==> src/rtl/prescaler_pkg.sv <==
// -----------------------------------------------------------------------------
// prescaler_pkg
// Shared types and defaults for the multi-channel clock-enable generator.
//   mode_e       : per-channel run mode (stop / continuous / burst / reserved)
//   lane_state_e : per-lane run state (IDLE / RUN)
//   DEF_WIDTH    : default factor/counter width
//   DEF_BURST_W  : default burst length counter width
// -----------------------------------------------------------------------------
package prescaler_pkg;

    localparam int unsigned DEF_WIDTH   = 29;
    localparam int unsigned DEF_BURST_W = 16;

    typedef enum logic [1:0] {
        MODE_STOP  = 2'b00,
        MODE_CONT  = 2'b01,
        MODE_BURST = 2'b10,
        MODE_RSVD  = 2'b11
    } mode_e;

    typedef enum logic {
        IDLE = 1'b0,
        RUN  = 1'b1
    } lane_state_e;

endpackage

==> src/rtl/prescaler_multi_lane.sv <==
// -----------------------------------------------------------------------------
// prescaler_lane
// One clock-enable channel: down-counter, pending/active factor handshake,
// burst counter and a two-state run FSM.
// Optional feature macro: PRESCALER_PHASE_EN (adds phase, used as the counter
// load value at the start edge and on sync).
// Ports:
//   clk, rst        : system clock, asynchronous active-low reset
//   en, mode        : run enable and run mode
//   factor,
//   factor_load     : new factor and its 1-cycle capture request
//   factor_ack      : 1-cycle pulse when the pending factor becomes active
//   burst_len, start: burst length and 1-cycle burst start
//   sync            : phase-align request
//   phase           : start/sync counter load (PRESCALER_PHASE_EN only)
//   busy, ce        : channel running, registered clock-enable pulse
// -----------------------------------------------------------------------------
module prescaler_lane
    import prescaler_pkg::*;
#(
    parameter int unsigned          WIDTH        = DEF_WIDTH,
    parameter int unsigned          BURST_W      = DEF_BURST_W,
    parameter logic [WIDTH-1:0]     RESET_FACTOR = '0
) (
    input  logic               clk,
    input  logic               rst,
    input  logic               en,
    input  logic [1:0]         mode,
    input  logic [WIDTH-1:0]   factor,
    input  logic               factor_load,
    output logic               factor_ack,
    input  logic [BURST_W-1:0] burst_len,
    input  logic               start,
    input  logic               sync,
`ifdef PRESCALER_PHASE_EN
    input  logic [WIDTH-1:0]   phase,
`endif
    output logic               busy,
    output logic               ce
);

    localparam logic [WIDTH-1:0]   CNT_ONE   = WIDTH'(1);
    localparam logic [BURST_W-1:0] BURST_ONE = BURST_W'(1);

    lane_state_e        state_q, state_d;
    mode_e              run_mode_q, run_mode_d;
    logic [WIDTH-1:0]   cnt_q, cnt_d;
    logic [WIDTH-1:0]   active_q, active_d;
    logic [WIDTH-1:0]   pend_q, pend_d;
    logic               pend_valid_q, pend_valid_d;
    logic [BURST_W-1:0] burst_q, burst_d;
    logic               ce_q, ce_d;
    logic               ack_q, ack_d;

    mode_e              mode_s;
    logic               adopt_s;
    logic               cont_go_s;
    logic               burst_go_s;
    logic               stop_s;
    logic [WIDTH-1:0]   fac_next_s;
    logic [WIDTH-1:0]   start_val_s;

    assign mode_s     = mode_e'(mode);
    // Factor in force after this edge: pending wins so a period never mixes values.
    assign fac_next_s = pend_valid_q ? pend_q : active_q;
    assign cont_go_s  = en && (mode_s == MODE_CONT);
    assign burst_go_s = start && en && (mode_s == MODE_BURST) && (burst_len != '0);
    // Any mode change while running (including to reserved) stops the lane.
    assign stop_s     = !en || (mode_s != run_mode_q);

`ifdef PRESCALER_PHASE_EN
    assign start_val_s = phase;
`else
    assign start_val_s = fac_next_s;
`endif

    // Next-state logic: run FSM, counter, burst counter and factor handshake.
    always_comb begin
        state_d      = state_q;
        run_mode_d   = run_mode_q;
        cnt_d        = cnt_q;
        active_d     = active_q;
        pend_d       = pend_q;
        pend_valid_d = pend_valid_q;
        burst_d      = burst_q;
        ce_d         = 1'b0;
        ack_d        = 1'b0;
        adopt_s      = 1'b0;

        case (state_q)
            IDLE: begin
                if (cont_go_s || burst_go_s) begin
                    state_d    = RUN;
                    run_mode_d = mode_s;
                    adopt_s    = pend_valid_q;
                    cnt_d      = start_val_s;
                    burst_d    = burst_go_s ? burst_len : '0;
                end else begin
                    // Idle adoption waits while loads keep arriving, so
                    // back-to-back loads collapse into a single ack.
                    adopt_s = pend_valid_q && !factor_load;
                end
            end
            RUN: begin
                if (stop_s || ((run_mode_q == MODE_BURST) && (burst_q == '0))) begin
                    state_d = IDLE;
                    cnt_d   = '0;
                    burst_d = '0;
                end else if (sync) begin
                    adopt_s = pend_valid_q;
                    cnt_d   = start_val_s;
                end else if (cnt_q == '0) begin
                    adopt_s = pend_valid_q;
                    cnt_d   = fac_next_s;
                    ce_d    = 1'b1;
                    if (run_mode_q == MODE_BURST) begin
                        burst_d = burst_q - BURST_ONE;
                    end else begin
                        burst_d = burst_q;
                    end
                end else begin
                    cnt_d = cnt_q - CNT_ONE;
                end
            end
            default: begin
                state_d = IDLE;
                cnt_d   = '0;
                burst_d = '0;
            end
        endcase

        if (adopt_s) begin
            active_d = pend_q;
            ack_d    = 1'b1;
        end else begin
            active_d = active_q;
        end

        // A load on the adoption edge becomes the new pending value.
        if (factor_load) begin
            pend_d       = factor;
            pend_valid_d = 1'b1;
        end else if (adopt_s) begin
            pend_valid_d = 1'b0;
        end else begin
            pend_valid_d = pend_valid_q;
        end
    end

    // Lane state registers.
    always_ff @(posedge clk or negedge rst) begin
        if (!rst) begin
            state_q      <= IDLE;
            run_mode_q   <= MODE_STOP;
            cnt_q        <= '0;
            active_q     <= RESET_FACTOR;
            pend_q       <= '0;
            pend_valid_q <= 1'b0;
            burst_q      <= '0;
            ce_q         <= 1'b0;
            ack_q        <= 1'b0;
        end else begin
            state_q      <= state_d;
            run_mode_q   <= run_mode_d;
            cnt_q        <= cnt_d;
            active_q     <= active_d;
            pend_q       <= pend_d;
            pend_valid_q <= pend_valid_d;
            burst_q      <= burst_d;
            ce_q         <= ce_d;
            ack_q        <= ack_d;
        end
    end

    assign ce         = ce_q;
    assign factor_ack = ack_q;
    assign busy       = (state_q == RUN);

endmodule

==> src/rtl/prescaler_multi.sv <==
// -----------------------------------------------------------------------------
// prescaler_multi
// Multi-channel programmable clock-enable generator: NUM_CH independent lanes
// sharing one clock, with a global phase-align sync fanned out to every lane.
// Optional feature macro: PRESCALER_PHASE_EN (adds per-channel phase port).
// Ports (per-channel buses are packed, channel c at [c*W +: W]):
//   clk, rst          : system clock, asynchronous active-low reset
//   en, mode          : per-channel enable / 2-bit mode
//   factor,factor_load: per-channel new factor and capture request
//   factor_ack        : per-channel adoption pulse
//   burst_len, start  : per-channel burst length and start pulse
//   sync              : global phase-align
//   phase             : per-channel start phase (PRESCALER_PHASE_EN only)
//   busy, ce          : per-channel running flag and clock-enable
// -----------------------------------------------------------------------------
module prescaler_multi
    import prescaler_pkg::*;
#(
    parameter int unsigned      WIDTH        = DEF_WIDTH,
    parameter int unsigned      NUM_CH       = 2,
    parameter int unsigned      BURST_W      = DEF_BURST_W,
    parameter logic [WIDTH-1:0] RESET_FACTOR = '0
) (
    input  logic                      clk,
    input  logic                      rst,
    input  logic [NUM_CH-1:0]         en,
    input  logic [2*NUM_CH-1:0]       mode,
    input  logic [NUM_CH*WIDTH-1:0]   factor,
    input  logic [NUM_CH-1:0]         factor_load,
    output logic [NUM_CH-1:0]         factor_ack,
    input  logic [NUM_CH*BURST_W-1:0] burst_len,
    input  logic [NUM_CH-1:0]         start,
    input  logic                      sync,
`ifdef PRESCALER_PHASE_EN
    input  logic [NUM_CH*WIDTH-1:0]   phase,
`endif
    output logic [NUM_CH-1:0]         busy,
    output logic [NUM_CH-1:0]         ce
);

    for (genvar g = 0; g < NUM_CH; g++) begin : g_lane
        prescaler_lane #(
            .WIDTH        (WIDTH),
            .BURST_W      (BURST_W),
            .RESET_FACTOR (RESET_FACTOR)
        ) u_lane (
            .clk         (clk),
            .rst         (rst),
            .en          (en[g]),
            .mode        (mode[2*g +: 2]),
            .factor      (factor[g*WIDTH +: WIDTH]),
            .factor_load (factor_load[g]),
            .factor_ack  (factor_ack[g]),
            .burst_len   (burst_len[g*BURST_W +: BURST_W]),
            .start       (start[g]),
            .sync        (sync),
`ifdef PRESCALER_PHASE_EN
            .phase       (phase[g*WIDTH +: WIDTH]),
`endif
            .busy        (busy[g]),
            .ce          (ce[g])
        );
    end

endmodule
==> config.mk <==
export PLATFORM = sky130hd
export DESIGN_NAME = prescaler_multi
export DESIGN_NICKNAME = d
export VERILOG_FILES = /design/src/rtl/prescaler_pkg.sv /design/src/rtl/prescaler_multi_lane.sv /design/src/rtl/prescaler_multi.sv
export SDC_FILE = /design/constraint.sdc
export NUM_CORES = 1
export LEC_CHECK = 0
export CAP_MARGIN = 15
export CORE_ASPECT_RATIO = 0.9
export CORE_UTILIZATION = 50
export DETAILED_ROUTE_END_ITERATION = 6
export PLACE_DENSITY = 0.81
export SETUP_SLACK_MARGIN = 0.02
export SLEW_MARGIN = 40
export SYNTH_ARGS = -nofsm -noshare
export SYNTH_HDL_FRONTEND = slang
export SYNTH_SLANG_ARGS = --single-unit
==> constraint.sdc <==
create_clock -name clk -period 3.4 [get_ports clk]
set_input_delay 1.02 -clock clk [delete_from_list [all_inputs] [get_ports clk]]
set_output_delay 1.02 -clock clk [all_outputs]
set_load 0.03 [all_outputs]
# Yosys cells after proc, flatten, opt, wreduce, memory -nomap -nowiden
# Cells that the tools add are included.
# word_totals
ff_bits,218
out_inout_bits,6
word_cells,130
# classes
add_sub_neg,4
eq_ne,16
muxes,56
bitwise,2
reduce_logical,34
# op_table
operator,n
$mux 29,10
$mux 16,12
$pmux 29 s2,2
$pmux 16 s2,2
$logic_not 29->1,2
$sub 29x1->29 const B,2
$logic_not 16->1,2
$reduce_bool 16->1,2
$sub 16x1->16 const B,2
$mux 1,26
$ne 3x3->1 const B,6
$logic_and 1x1->1,12
$eq 2x2->1 const B,4
$pmux 1 s2,4
$reduce_and 4->1,2
$logic_or 1x1->1,6
$eq 2x1->1 const B,2
$logic_not 1->1,4
$ne 2x1->1 const B,2
$ne 2x2->1,2
$reduce_and 2->1,2
$reduce_bool 2->1,2
$not 1->1,2

# Longest topological paths before layout
# logic_depth
word_depth,8
depth_mapped,11
mapped_depth_nobuf,8

# Hierarchy
# From an unflattened synthesis, not the netlist that was laid out.
# hier_totals
cells_unflattened,1060
area_unflattened_um2,11478.5
# modules_own_cells
module,instances,cells_per_inst,area_each_um2,seq_area_each_um2
prescaler_lane at g_lane[0].u_lane,1,533,5783.0,2727.6
prescaler_lane at g_lane[1].u_lane,1,527,5695.5,2727.6

# Least setup slack after synthesis
# OpenSTA, ideal clock, no wires.
# synth_path
kind,input to register
start,input burst_len[10]
end,register g_lane[0].u_lane.active_q[27]
t_arrival_ns,2.540
required_ns,3.272
setup_slack_ns,0.733
path_stages,7
path_buffers,1
path_cell_list,nor4_1 > nand4_1 > a21oi_1 > a21oi_1 > o21ai_2 > buf_6 > mux2_1
# synth_between
elab_chain_cells,5
# synth_rtl
item,line_no,text
from (decl),prescaler_multi.sv:31,"input logic [NUM_CH*BURST_W-1:0] burst_len,"
$reduce_bool 16->1,prescaler_multi_lane.sv:67,assign burst_go_s = start && en && (mode_s == MODE_BURST) && (burst_len != '0);
$logic_and 1x1->1,prescaler_multi_lane.sv:67,
$logic_or 1x1->1,prescaler_multi_lane.sv:92,if (cont_go_s || burst_go_s) begin
$mux 1,prescaler_multi_lane.sv:92,
$pmux 1 s2,prescaler_multi_lane.sv:90,case (state_q)
to (signal assigned),prescaler_multi_lane.sv:166,active_q <= active_d;
to (decl),prescaler_multi_lane.sv:48,"logic [WIDTH-1:0] active_q, active_d;"
# Every way passes these cells.
# A chain may end at the register's enable or synchronous reset.

# Final worst setup path
# layout_path
start,register g_lane[1].u_lane.cnt_q[0]
end,register g_lane[1].u_lane.active_q[21]
# layout_between
elab_chain_cells,5
# layout_rtl
item,line_no,text
from (decl),prescaler_multi_lane.sv:47,"logic [WIDTH-1:0] cnt_q, cnt_d;"
from (signal assigned),prescaler_multi_lane.sv:165,cnt_q <= cnt_d;
$logic_not 29->1,prescaler_multi_lane.sv:112,end else if (cnt_q == '0) begin
$mux 1,prescaler_multi_lane.sv:112,
$mux 1,prescaler_multi_lane.sv:109,end else if (sync) begin
$mux 1,prescaler_multi_lane.sv:105,if (stop_s || ((run_mode_q == MODE_BURST) && (burst_q == '0))) begin
$pmux 1 s2,prescaler_multi_lane.sv:90,
to (signal assigned),prescaler_multi_lane.sv:166,
to (decl),prescaler_multi_lane.sv:48,
# Every way passes these cells.

==> impl_metrics.csv <==
group,metric,value,unit
outcome,status,"finished clean",
synthesis,synthTopCellsByArea,"dfrtp_1 (48%), mux2_2 (6.6%), mux2i_1 (4.7%), mux2_4 (3.7%), mux2_1 (3.0%)",
critical_path,crit_type,"reg -> reg",
die,core.rowCount,51,
die,dieArea,23300,um2
route,route.detailed.wl_per_inst,18.5,um
hold_path,hold_path_class,"reg -> reg",
route,postRouteAntennaNets,0,
sta,fin_crit,3.08,ns
synthesis,ys_types,78,
synthesis,netlist_top_cells_count,"dfrtp_1 (218), mux2_2 (67), nand2_1 (63), nor2_1 (63), a21oi_1 (55)",
synthesis,synth_top_area_frac,0.480,
die,io_pins,109,
clock_network,clk_pin_slew,0.06,ns
hold_path,whs_path_depth,1,
global_route,grt.total_usage,0.238,
synthesis,ys_ff_latch,218,
synthesis,syn_nets,1154,
sta,skew,0.0288,ns
global_route,grt_pass1_wl,45700,um
die,die_height,145,um
die,core,22000,um2
route,via_per_inst,6.10,
sta,setup_tns,0,ns
clock_network,h-tree-depth,1,
clock_network,hold_buffers,0,
synthesis,yosys.area_share.adder,0.00661,
sta,worst_pin_slew,0.717,ns
critical_path,crit_arrival,3.46,ns
layout,nets,1286,
synthesis,synth_simple_gate_area_frac,0.143,
synthesis,synth_cells,1045,
route,wirelength,27500,um
critical_path,worstSetupStartpointType,"register",
synthesis,synth_area,11400,um2
global_route,grt_pass1_vias,8992,
power,total_power,8.46,mW
power,cellPowerDensity,608,nW/um2
layout,drive_gt1_frac,0.182,
clock_network,cts_buffer_depth,3,
route,route.detailed.drc,0,
sta,setup_viol,0,
synthesis,syn_area_per_cell,10.9,um2
clock_network,post_cts_buffers,0,
sta,whs,0.490,ns
layout,fill_cells,1699,
die,die_x,161,um
power,vdd_ir_drop_max,0.419,mV
global_route,grt_overflow,0,
synthesis,async_flop_share,1.00,
synthesis,synth_compound_area_frac,0.146,
synthesis,yosys.area.top_type,"dfrtp_1",
clock_network,cts_resized,0,
synthesis,yosys_most_used_dff,"dfrtp_1",
sta,hold_violations,0,
sta,rsz0062_at_grt,"no",
synthesis,synth_most_common_cell,"dfrtp_1",
die,initial_core_util,0.518,
clock_network,cts_tree,"yes",
sta,fmax,325,MHz
placement,hpwl,18700,um
route,drt_iter0_drc,861,
placement,portBuffers,108,
layout,diodes,0,
critical_path,end_kind,"register",
route,drt_pass1_iterations,5,
flow_run,cap_viol_max_count,0,
synthesis,yosysSeqAreaShare,0.480,
synthesis,synth-edff-count,0,
power,leakagePower,5.93,nW
synthesis,yosysWarningCount,0,
sta,slew_viol_final,0,
synthesis,synth_xor_xnor_area_share,0.0108,
critical_path,worst-path-max-fanout,17,
critical_path,r2r_cells,9,
clock_network,cts_sinks,218,
sta,period_share,0.906,
route,dr_total_vias,9045,
synthesis,synth_top_family_by_area,"multiplexers",
global_route,grt_antenna_before_repair,0,
clock_network,clock-root-buffer,"clkbuf_16",
synthesis,synth.area.mux_share,0.180,
sta,maxSlewHeadroom,0.519,
clock_network,numCtsBuffers,24,
layout,area_delta_synth_final,22.4,%
critical_path,r2r_slack,0.32,ns
global_route,grt_start_max_net_pins,86,
clock_network,insertion_delay,0.53,ns
layout,final_core_util,0.634,
critical_path,worstPathRequired,3.78,ns
placement,gp_congestion,0.900,
[sequential cells by signal, summed over array words and instances, names as in the netlist, 4 cells and up]
signal,flops
g_lane.u_lane.active_q,58
g_lane.u_lane.burst_q,32
g_lane.u_lane.cnt_q,58
g_lane.u_lane.pend_q,58
g_lane.u_lane.run_mode_q,4
[cell usage in the layout, fill, tap and decap left out, types with 9 or more instances in the layout]
master	Yosys	layout
dfrtp_1	218	218
o21ai_0	51	51
nor2_1	63	63
clkbuf_16	0	25
inv_1	19	19
or3_1	13	13
o211ai_1	11	11
mux2i_1	53	53
mux2_2	67	67
a22oi_1	17	17
mux2_1	30	30
nand2_1	63	63
a21oi_1	55	55
o221ai_1	16	16
clkdlybuf4s50_1	0	107
nor4_1	28	28
o22ai_1	19	19
buf_4	7	50
a221o_1	9	9
nor3_1	41	41
mux2_4	28	28
nand3_1	26	26
[logic make-up (layout without fill, tap and decap cells)]
group,after synthesis,after routing
XOR/XNOR,14,14
AND/OR/NAND/NOR,304,304
adder cells (fa/ha/maj),6,6
buffers and inverters,79,227
AO/OA/AOI/OAI,246,246
flip-flops,218,218
multiplexers,178,178
[cell type report]
type | count | area [um2] | share of cell area
clock buffer | 34 | 699 | 0.0503
multi-input combinational | 748 | 5560 | 0.400
timing repair buffer | 166 | 1620 | 0.117
inverter | 19 | 71.3 | 0.00513
tap | 291 | 364 | 0.0262
clock inverter | 8 | 135 | 0.00971
sequential | 218 | 5460 | 0.392
[power by group]
group	switching, mW	total (mW)	internal [mW]
logic	1.09	2.13	1.05
registers	0.500	3.60	3.11
clock network	1.06	2.72	1.66
[through the flow]
step	setup slack, ns	cell area (um2)	cells
after floorplan	0.733	11400	1045
after global placement	-0.00609	13100	1442
after detailed placement	-0.0514	13100	1442
after CTS	0.364	13900	1484
after global routing	0.163	13900	1484
final	0.321	13900	1484
[path summary, 6_finish.rpt]
kind                                               startpoint                            end
max in group asynchronous                                 rst      g_lane[1].u_lane.cnt_q[0]
worst max register to register      g_lane[1].u_lane.cnt_q[0]  g_lane[1].u_lane.active_q[21]
worst min register to register  g_lane[1].u_lane.active_q[24]  g_lane[1].u_lane.active_q[24]
worst min-delay path            g_lane[1].u_lane.active_q[24]  g_lane[1].u_lane.active_q[24]
worst max-delay path                g_lane[1].u_lane.cnt_q[0]  g_lane[1].u_lane.active_q[21]
min in group asynchronous                                 rst    g_lane[1].u_lane.burst_q[6]
[critical path: stages, from the launching register on]
cell	delay, ns
dfrtp_1	0.39
inv_1	0.13
ha_1	0.23
nor3b_2	0.22
nand4_1	0.23
o41ai_4	0.70
nor2b_1	0.36
o21ai_2	0.12
buf_4	0.22
mux2_1	0.34
[metal layers]
layer	vias up	share of wire	GRT usage
met1	4434	0.44	0.328
li1	4212	-	-
met5	-	0	0
met2	347	0.47	0.386
met4	0	0.022	0.0689
met3	52	0.066	0.0380
Power figures use the tool's default switching activity.
